### src/rtl/rnd_pkg.sv
`default_nettype none
// ============================================================================
// Module  : rnd_pkg
// Brief   : Shared types, constants and elaboration-time helpers for rnd_*.
// Revision: 1.0 - initial release
// ============================================================================
package rnd_pkg;

  typedef enum logic [1:0] {
    IDLE   = 2'd0,
    STEP   = 2'd1,
    SAMPLE = 2'd2,
    HOLD   = 2'd3
  } state_t;

  // Default Galois feedback taps shared with rnd_gen (maximal-length polynomials)
  localparam logic [7:0]  c_taps_w8  = 8'hB8;
  localparam logic [15:0] c_taps_w16 = 16'hB400;

  function automatic int clog2(input int value);
    int r;
    r = 0;
    for (int i = 0; i < 31; i++) begin
      if ((1 << i) < value) r = i + 1;
    end
    return r;
  endfunction

  // Largest multiple of range not exceeding 2**width: draws below it are unbiased
  function automatic longint limit(input int width, input int range);
    longint span;
    span = longint'(1) << width;
    return (span / longint'(range)) * longint'(range);
  endfunction

endpackage
`default_nettype wire

### src/rtl/rnd_range_sampler.sv
`default_nettype none
// ============================================================================
// Module  : rnd_range_sampler
// Brief   : Steps an external LFSR and rejection-samples its state into [0, RANGE).
// Revision: 1.0 - initial release
// ============================================================================
module rnd_range_sampler
  import rnd_pkg::*;
#(
  parameter  int WIDTH     = 8,
  parameter  int RANGE     = 6,
  parameter  int MAX_TRIES = 16,
  localparam int OUT_W     = (RANGE > 1) ? clog2(RANGE) : 1
) (
  input  logic             clk,
  input  logic             rst_n,
  input  logic             req,
  output logic             busy,
  input  logic [WIDTH-1:0] rnd_in,
  output logic             rnd_en,
  output logic             out_valid,
  input  logic             out_ready,
  output logic [OUT_W-1:0] out_data,
  output logic             out_fail
);

  localparam int               TRIES_W = clog2(MAX_TRIES) + 1;
  localparam logic [WIDTH:0]   LIMIT   = (WIDTH + 1)'(limit(WIDTH, RANGE));
  localparam logic [TRIES_W-1:0] LAST_TRY = TRIES_W'(MAX_TRIES - 1);

  state_t               r_state, w_state_nxt;
  logic [TRIES_W-1:0]   r_tries, w_tries_nxt;
  logic [OUT_W-1:0]     r_out_data, w_out_data_nxt;
  logic                 r_out_fail, w_out_fail_nxt;
  logic                 w_accept;
  logic                 w_last_try;
  logic [OUT_W-1:0]     w_mod;

  assign w_accept   = {1'b0, rnd_in} < LIMIT;
  assign w_last_try = (r_tries >= LAST_TRY);
  // Constant modulus; a power-of-two RANGE reduces to the low OUT_W bits
  assign w_mod      = OUT_W'(32'(rnd_in) % 32'(RANGE));

  always_ff @(posedge clk or negedge rst_n) begin
    if (!rst_n) begin
      r_state    <= IDLE;
      r_tries    <= '0;
      r_out_data <= '0;
      r_out_fail <= 1'b0;
    end else begin
      r_state    <= w_state_nxt;
      r_tries    <= w_tries_nxt;
      r_out_data <= w_out_data_nxt;
      r_out_fail <= w_out_fail_nxt;
    end
  end

  always_comb begin
    w_state_nxt    = r_state;
    w_tries_nxt    = r_tries;
    w_out_data_nxt = r_out_data;
    w_out_fail_nxt = r_out_fail;
    rnd_en         = 1'b0;
    busy           = 1'b0;
    out_valid      = 1'b0;
    case (r_state)
      IDLE: begin
        if (req) begin
          w_state_nxt = STEP;
          w_tries_nxt = '0;
        end
      end
      STEP: begin
        rnd_en      = 1'b1;
        busy        = 1'b1;
        w_state_nxt = SAMPLE;
      end
      SAMPLE: begin
        busy = 1'b1;
        if (w_accept) begin
          w_out_data_nxt = w_mod;
          w_out_fail_nxt = 1'b0;
          w_state_nxt    = HOLD;
        end else if (w_last_try) begin
          w_out_data_nxt = w_mod;
          w_out_fail_nxt = 1'b1;
          w_state_nxt    = HOLD;
        end else begin
          if (r_tries != '1) w_tries_nxt = r_tries + TRIES_W'(1);
          w_state_nxt = STEP;
        end
      end
      HOLD: begin
        out_valid = 1'b1;
        // A request coinciding with the transfer starts the next draw immediately
        if (out_ready) begin
          if (req) begin
            w_state_nxt = STEP;
            w_tries_nxt = '0;
          end else begin
            w_state_nxt = IDLE;
          end
        end
      end
      default: w_state_nxt = IDLE;
    endcase
  end

  assign out_data = r_out_data;
  assign out_fail = r_out_fail;

endmodule
`default_nettype wire

### config.mk
export PLATFORM = sky130hd
export DESIGN_NAME = rnd_range_sampler
export DESIGN_NICKNAME = d
export VERILOG_FILES = /design/src/rtl/rnd_pkg.sv /design/src/rtl/rnd_range_sampler.sv
export SDC_FILE = /design/constraint.sdc
export NUM_CORES = 1
export LEC_CHECK = 0
export CORE_UTILIZATION = 41
export DETAILED_ROUTE_END_ITERATION = 16
export PLACE_DENSITY = 0.71
export SLEW_MARGIN = 30
export SYNTH_ARGS = -nofsm -noshare
export SYNTH_HDL_FRONTEND = slang
export SYNTH_SLANG_ARGS = --single-unit
### constraint.sdc
create_clock -name clk -period 2.8 [get_ports clk]
set_input_delay 0.56 -clock clk [delete_from_list [all_inputs] [get_ports clk]]
set_output_delay 0.56 -clock clk [all_outputs]
set_load 0.02 [all_outputs]
# [Yosys cells after proc, flatten, opt, wreduce, memory -nomap -nowiden]
# Cells that the tools add are included.
[totals] reg_bits=11 input_bits=12
[op_classes] addsub=1 div_mod_pow=1 n_lt_le_gt_ge=2 n_eq_ne=9 muxes=19 n_reduce_logical=7
[op_table] op="8-bit by 3-bit modulo with 32-bit output (second input constant)" count=1
[op_table] op="5-bit 2-to-1 mux" count=5
[op_table] op="5-bit one-hot mux with 3 select lines" count=1
[op_table] op="2-bit inequality test (second input constant)" count=5
[op_table] op="8-bit less-than comparator (second input constant)" count=1
[op_table] op="2-bit 2-to-1 mux" count=4
[op_table] op="2-bit one-hot mux with 4 select lines" count=1
[op_table] op="1-bit 2-to-1 mux" count=6
[op_table] op="3-bit 2-to-1 mux" count=2
[op_table] op="5-bit by 1-bit adder with 5-bit output (second input constant)" count=1
[op_table] op="5-bit by 4-bit >= comparator with 1-bit output (second input constant)" count=1
[op_table] op="5-bit inequality test (second input constant)" count=1
[op_table] op="5-bit AND reduction" count=1
[op_table] op="2-bit == test (second input constant)" count=2
[op_table] op="2-bit AND reduction" count=2
[op_table] op="3-bit nonzero test" count=1
[op_table] op="2-bit by 1-bit == test with 1-bit output (second input constant)" count=1
[op_table] op="2-bit logical NOT" count=1
[op_table] op="2-bit nonzero test" count=1
[op_table] op="2-bit OR reduction" count=1

# [Logic depth before layout (Yosys ltp)]
[logic_depth] depth_word=5 ltp_mapped=10 depth_no_buf=9

# [Worst setup path before layout]
# OpenSTA, ideal clock, no wires.
[synth_timing] path_kind="input-to-reg" start="input port rnd_in[6]" end="register r_out_data[1], in the netlist out_data[1]" setup_time_ns=0.066 arrival_ns=2.411 t_required_ns=2.734 setup_slack_ns=0.322 path_stages=9 path_buffers=1 path_cell_list="clkbuf_1 -> ha_1 -> and3b_1 -> nand4b_1 -> and3_4 -> and4b_1 -> or2_1 -> a2111oi_2 -> o32a_1"
[synth_via] elab_chain_cells=3 word_cells_on_any_way=6 classes_between="div (1); order compare (1); mux (2); reduce/logical (2)"
[synth_lines] item="start: declaration" line="rnd_range_sampler.sv:19" source="input logic [WIDTH-1:0] rnd_in,"
[synth_lines] item="8-bit by 3-bit modulo with 32-bit output / 8-bit less-than comparator (equally long branches)" line="rnd_range_sampler.sv:42, rnd_range_sampler.sv:39"
[synth_lines] item="3-bit 2-to-1 mux / 2-bit nonzero test (equally long branches)"
[synth_lines] item="3-bit 2-to-1 mux / 2-bit AND reduction (equally long branches)"
[synth_lines] item="end signal: assignment" line="rnd_range_sampler.sv:53" source="r_out_data <= w_out_data_nxt;"
[synth_lines] item="end: declaration" line="rnd_range_sampler.sv:33" source="logic [OUT_W-1:0] r_out_data, w_out_data_nxt;"
# Parallel ways exist; a longest one is shown, timed or not. The select of a mux whose other input is x is not followed.
# A chain may end at the register's enable or synchronous reset.

# [Worst setup path in the final report]
[layout_timing] start="input port rnd_in[7]" end="register r_out_data[1], in the netlist out_data[1]"
# Same word-level chain as after synthesis.

==> results by group <==
Run status
  – Status: finished, final reports clean

Timing
  – Slew Limit Fails: 0
  – Worst-margin pin slew: 0.529 ns
  – Peak Freq: 0.375 GHz
  – Setup ws final: 0.133 ns
  – Min Tclk post-route: about 2.7 ns
  – Final Skew: 0.0123 ns
  – Setup violators final: 0
  – Final Cycle Share: 95.2%
  – Max transition margin: approximately 65%
  – Endpoints failing hold: 0
  – Unrepaired setup endpoints after global routing: false

Die
  – Die X: 53.9 µm
  – Row cnt: 18
  – Die area: roughly 2900 µm²
  – Initial core utilization: 44.1%
  – Core area: 2500 µm²
  – Die Ht: roughly 54 µm
  – # IOs: 19

Pwr
  – Pwr Density: roughly 670 nW/µm²
  – Int Power: 0.539 mW
  – NetSw: roughly 0.4 mW
  – Max VDD drop: ~560 µV
  – Combinational power share: 62.0%
  – Sw Share: 43.1%
  – Power share of the clock group: 11.5%
  – LEAKAGE: 0.646 nW
  – Seq pwr share: 26.5%

Clock tree
  – Number of CTS-inserted buffers: 3
  – Sink Count: 11
  – Clk slew on worst S/H paths: 0.08 ns
  – Clk buf depth: 2
  – CTS tree: yes
  – Skew-Pair Late Insertion Delay: 0.27 ns
  – Root Buffer: clkbuf_4
  – CTS HTree Levels: 1

Routing
  – Final WL: 2.51 mm
  – Post-DRT Antenna Nets: 0
  – Vias after detailed routing: 1043
  – DRC: 0
  – Drt first pass iters: 4
  – DR iter-0 viols: 39
  – Via/cell ratio: 5.61
  – WL per Instance: 13.5 µm

GRT
  – GR Layer Usage met3: 1.69%
  – Total congestion overflow: 0
  – Met1 usage: 23.5%
  – Gr busiest metal: met2
  – Global-route wire length before repair: just over 4 mm
  – Initial antenna violation count: 0
  – Number of global-route vias before repair: between 900 and 1k
  – GRT Total Usage: 18.8%
  – Largest net degree at the start of global routing: 14
  – Global Route met2 Usage: 32.7%

Finish
  – # diodes: 0
  – Layout cells sized above 1: 15.4%
  – Area Overhead vs Synth: 28.1%
  – Fin util: 56.6%
  – Final cell count without fillers: 186
  – Final net count: around 180

Setup path
  – CP top delay family: simple AND/OR/NAND/NOR gates
  – Crit path DAT: 2.83 ns
  – Buf/Inv on CP: 1
  – CP max FO: 5
  – Required @ worst endpoint: 2.96 ns
  – CP peak stage delay: 0.53 ns
  – Worst path cell trace: clkdlybuf4s50_1 -> ha_4 -> and3b_2 -> nand4b_1 -> and3_4 -> and4b_1 -> nor4_2 -> nor4_1 -> o32a_1
  – R2R setup slack: 0.53 ns
  – Critical path type: primary input to flip-flop
  – Critical Path End Type: flip-flop
  – Critical path launch point type: primary input
  – Slowest CP cell: clkdlybuf4s50_1

Synthesis
  – Synth top area share: 24.9%
  – Synth warn: 0
  – Leading area contributor after synthesis: dfrtp_1
  – Sequential share of the synthesized area: 24.9%
  – #FFs+latches synth: 11
  – Count of unique library cells instantiated by Yosys: 50
  – Syn Inst Count: 131
  – Mean Syn Cell Area: 8.42 µm²
  – Synthesized area: 1100 µm²
  – Synthesized Nets: 152
  – Predominant post-synthesis flop cell: dfrtp_1
  – Number of synthesized flops with an enable pin: 0
  – Async SR Flop Fraction: 100%
  – Largest cells by area after synthesis: dfrtp_1, ha_1, a21oi_1

Placed design
  – Pre-CTS WS: -0.170 ns
  – Port-buffer cells: 18
  – Routability cong.: 0.809
  – Placed instance count: 182
  – Detail Placement HPWL: 1.96 mm

Run
  – Max_cap viols: 0

Worst hold path
  – Worst Hold Class: flip-flop to flip-flop
## power groups by stage
| stage | registers (mW) | logic [mW] | clock network, mW |
|---|---|---|---|
| after global routing | 0.258 | 0.654 | 0.118 |
| after floorplan | 0.272 | 0.353 | 0 |
| final | 0.250 | 0.587 | 0.109 |
| after detailed placement | 0.254 | 0.580 | 0 |
| after global placement | 0.250 | 0.561 | 0 |
| after CTS | 0.250 | 0.583 | 0.112 |
## placed cells by master, fill, tap and decap left out, drive strengths merged, types with 2 or more instances in the layout
master,synthesis,final
clkdlybuf4s50,0,18
nand2,11,11
dfrtp,11,11
buf,5,11
a21oi,9,9
ha,9,9
o21ai,9,9
inv,8,8
and3,7,7
nor2,6,6
nand3,6,6
clkbuf,3,4
nor2b,3,3
a31oi,3,3
nor4,3,3
o21bai,2,2
nand2b,2,2
a32oi,2,2
a21o,2,2
a211o,2,2
mux2i,2,2
and3b,2,2
and2b,2,2
a221oi,2,2
## Yosys cell counts (all sizes together) (3+ instances only)
cell / instances
clkbuf: 3
nand3: 6
inv: 8
a31oi: 3
o21ai: 9
a21oi: 9
buf: 5
dfrtp: 11
nor4: 3
nor2b: 3
nor2: 6
and3: 7
nand2: 11
ha: 9
## layer usage
| layer | vias to the layer above | wire, µm |
|---|---|---|
| met1 | 475 | 1170 |
| li1 | 538 | - |
| met5 | - | 0 |
| met3 | 2 | 77 |
| met4 | 0 | 21 |
| met2 | 28 | 1250 |
## worst reg2reg max path, stage by stage, from the launching register on
cell,delay [ns]
dfrtp_1,0.40
ha_1,0.24
and3_1,0.20
ha_1,0.18
a211o_1,0.30
o21ai_1,0.18
and3_1,0.37
o21ai_0,0.15
nand2_1,0.08
o21ai_1,0.06
## cells by family (layout without fill, tap and decap cells)
group	Yosys count	after routing	share of synthesized area (%)
multiplexers	2	2	1.81
XOR/XNOR	2	2	1.59
adder cells (fa/ha/maj)	9	9	10.2
flip-flops	11	11	24.9
AND/OR/NAND/NOR	51	51	28.8
buffers and inverters	16	41	7.03
AO/OA/AOI/OAI	40	40	25.6
## flip-flops by register name, indices dropped and copies added (netlist names)
register	count
out_data	3
out_fail	1
r_state	2
r_tries	5
## area by class of cell
cell class              count  area (µm²)
well taps                  30        37.5
inverters                   8        30.0
clock buffers               4        26.3
multi-input cells         104         782
flip-flops and latches     11         275
repair buffers             29         263
fillers                   230        1090
## worst paths after layout
check,depth (start not counted),startpoint,to
max,9,rnd_in[7],out_data[1]$_DFFE_PN0P_
min,2,out_data[0]$_DFFE_PN0P_,out_data[0]$_DFFE_PN0P_
max reg2reg,9,r_tries[0]$_DFFE_PN0P_,r_tries[2]$_DFFE_PN0P_
min reg2reg,2,out_data[0]$_DFFE_PN0P_,out_data[0]$_DFFE_PN0P_
max in group asynchronous,1,rst_n,r_tries[3]$_DFFE_PN0P_
min in group asynchronous,1,rst_n,out_data[2]$_DFFE_PN0P_
## through the flow
stage	hold slack (ns)	setup TNS [ns]	instance area [µm²]	power [mW]
floorplan	0.264	0	1100	0.625
global placement	0.457	-0.0947	1360	0.812
detailed placement	0.477	-0.243	1360	0.834
CTS	0.490	0	1380	0.945
global route	0.502	0	1410	1.03
finish	0.491	0	1410	0.947
## timing repair
item,4_1_cts,5_1_grt
hold buffers,0,0
resized for setup,0,4
buffers inserted,0,0
setup endpoints to repair,0,2
Note: power is estimated with default switching activity, not from simulation.
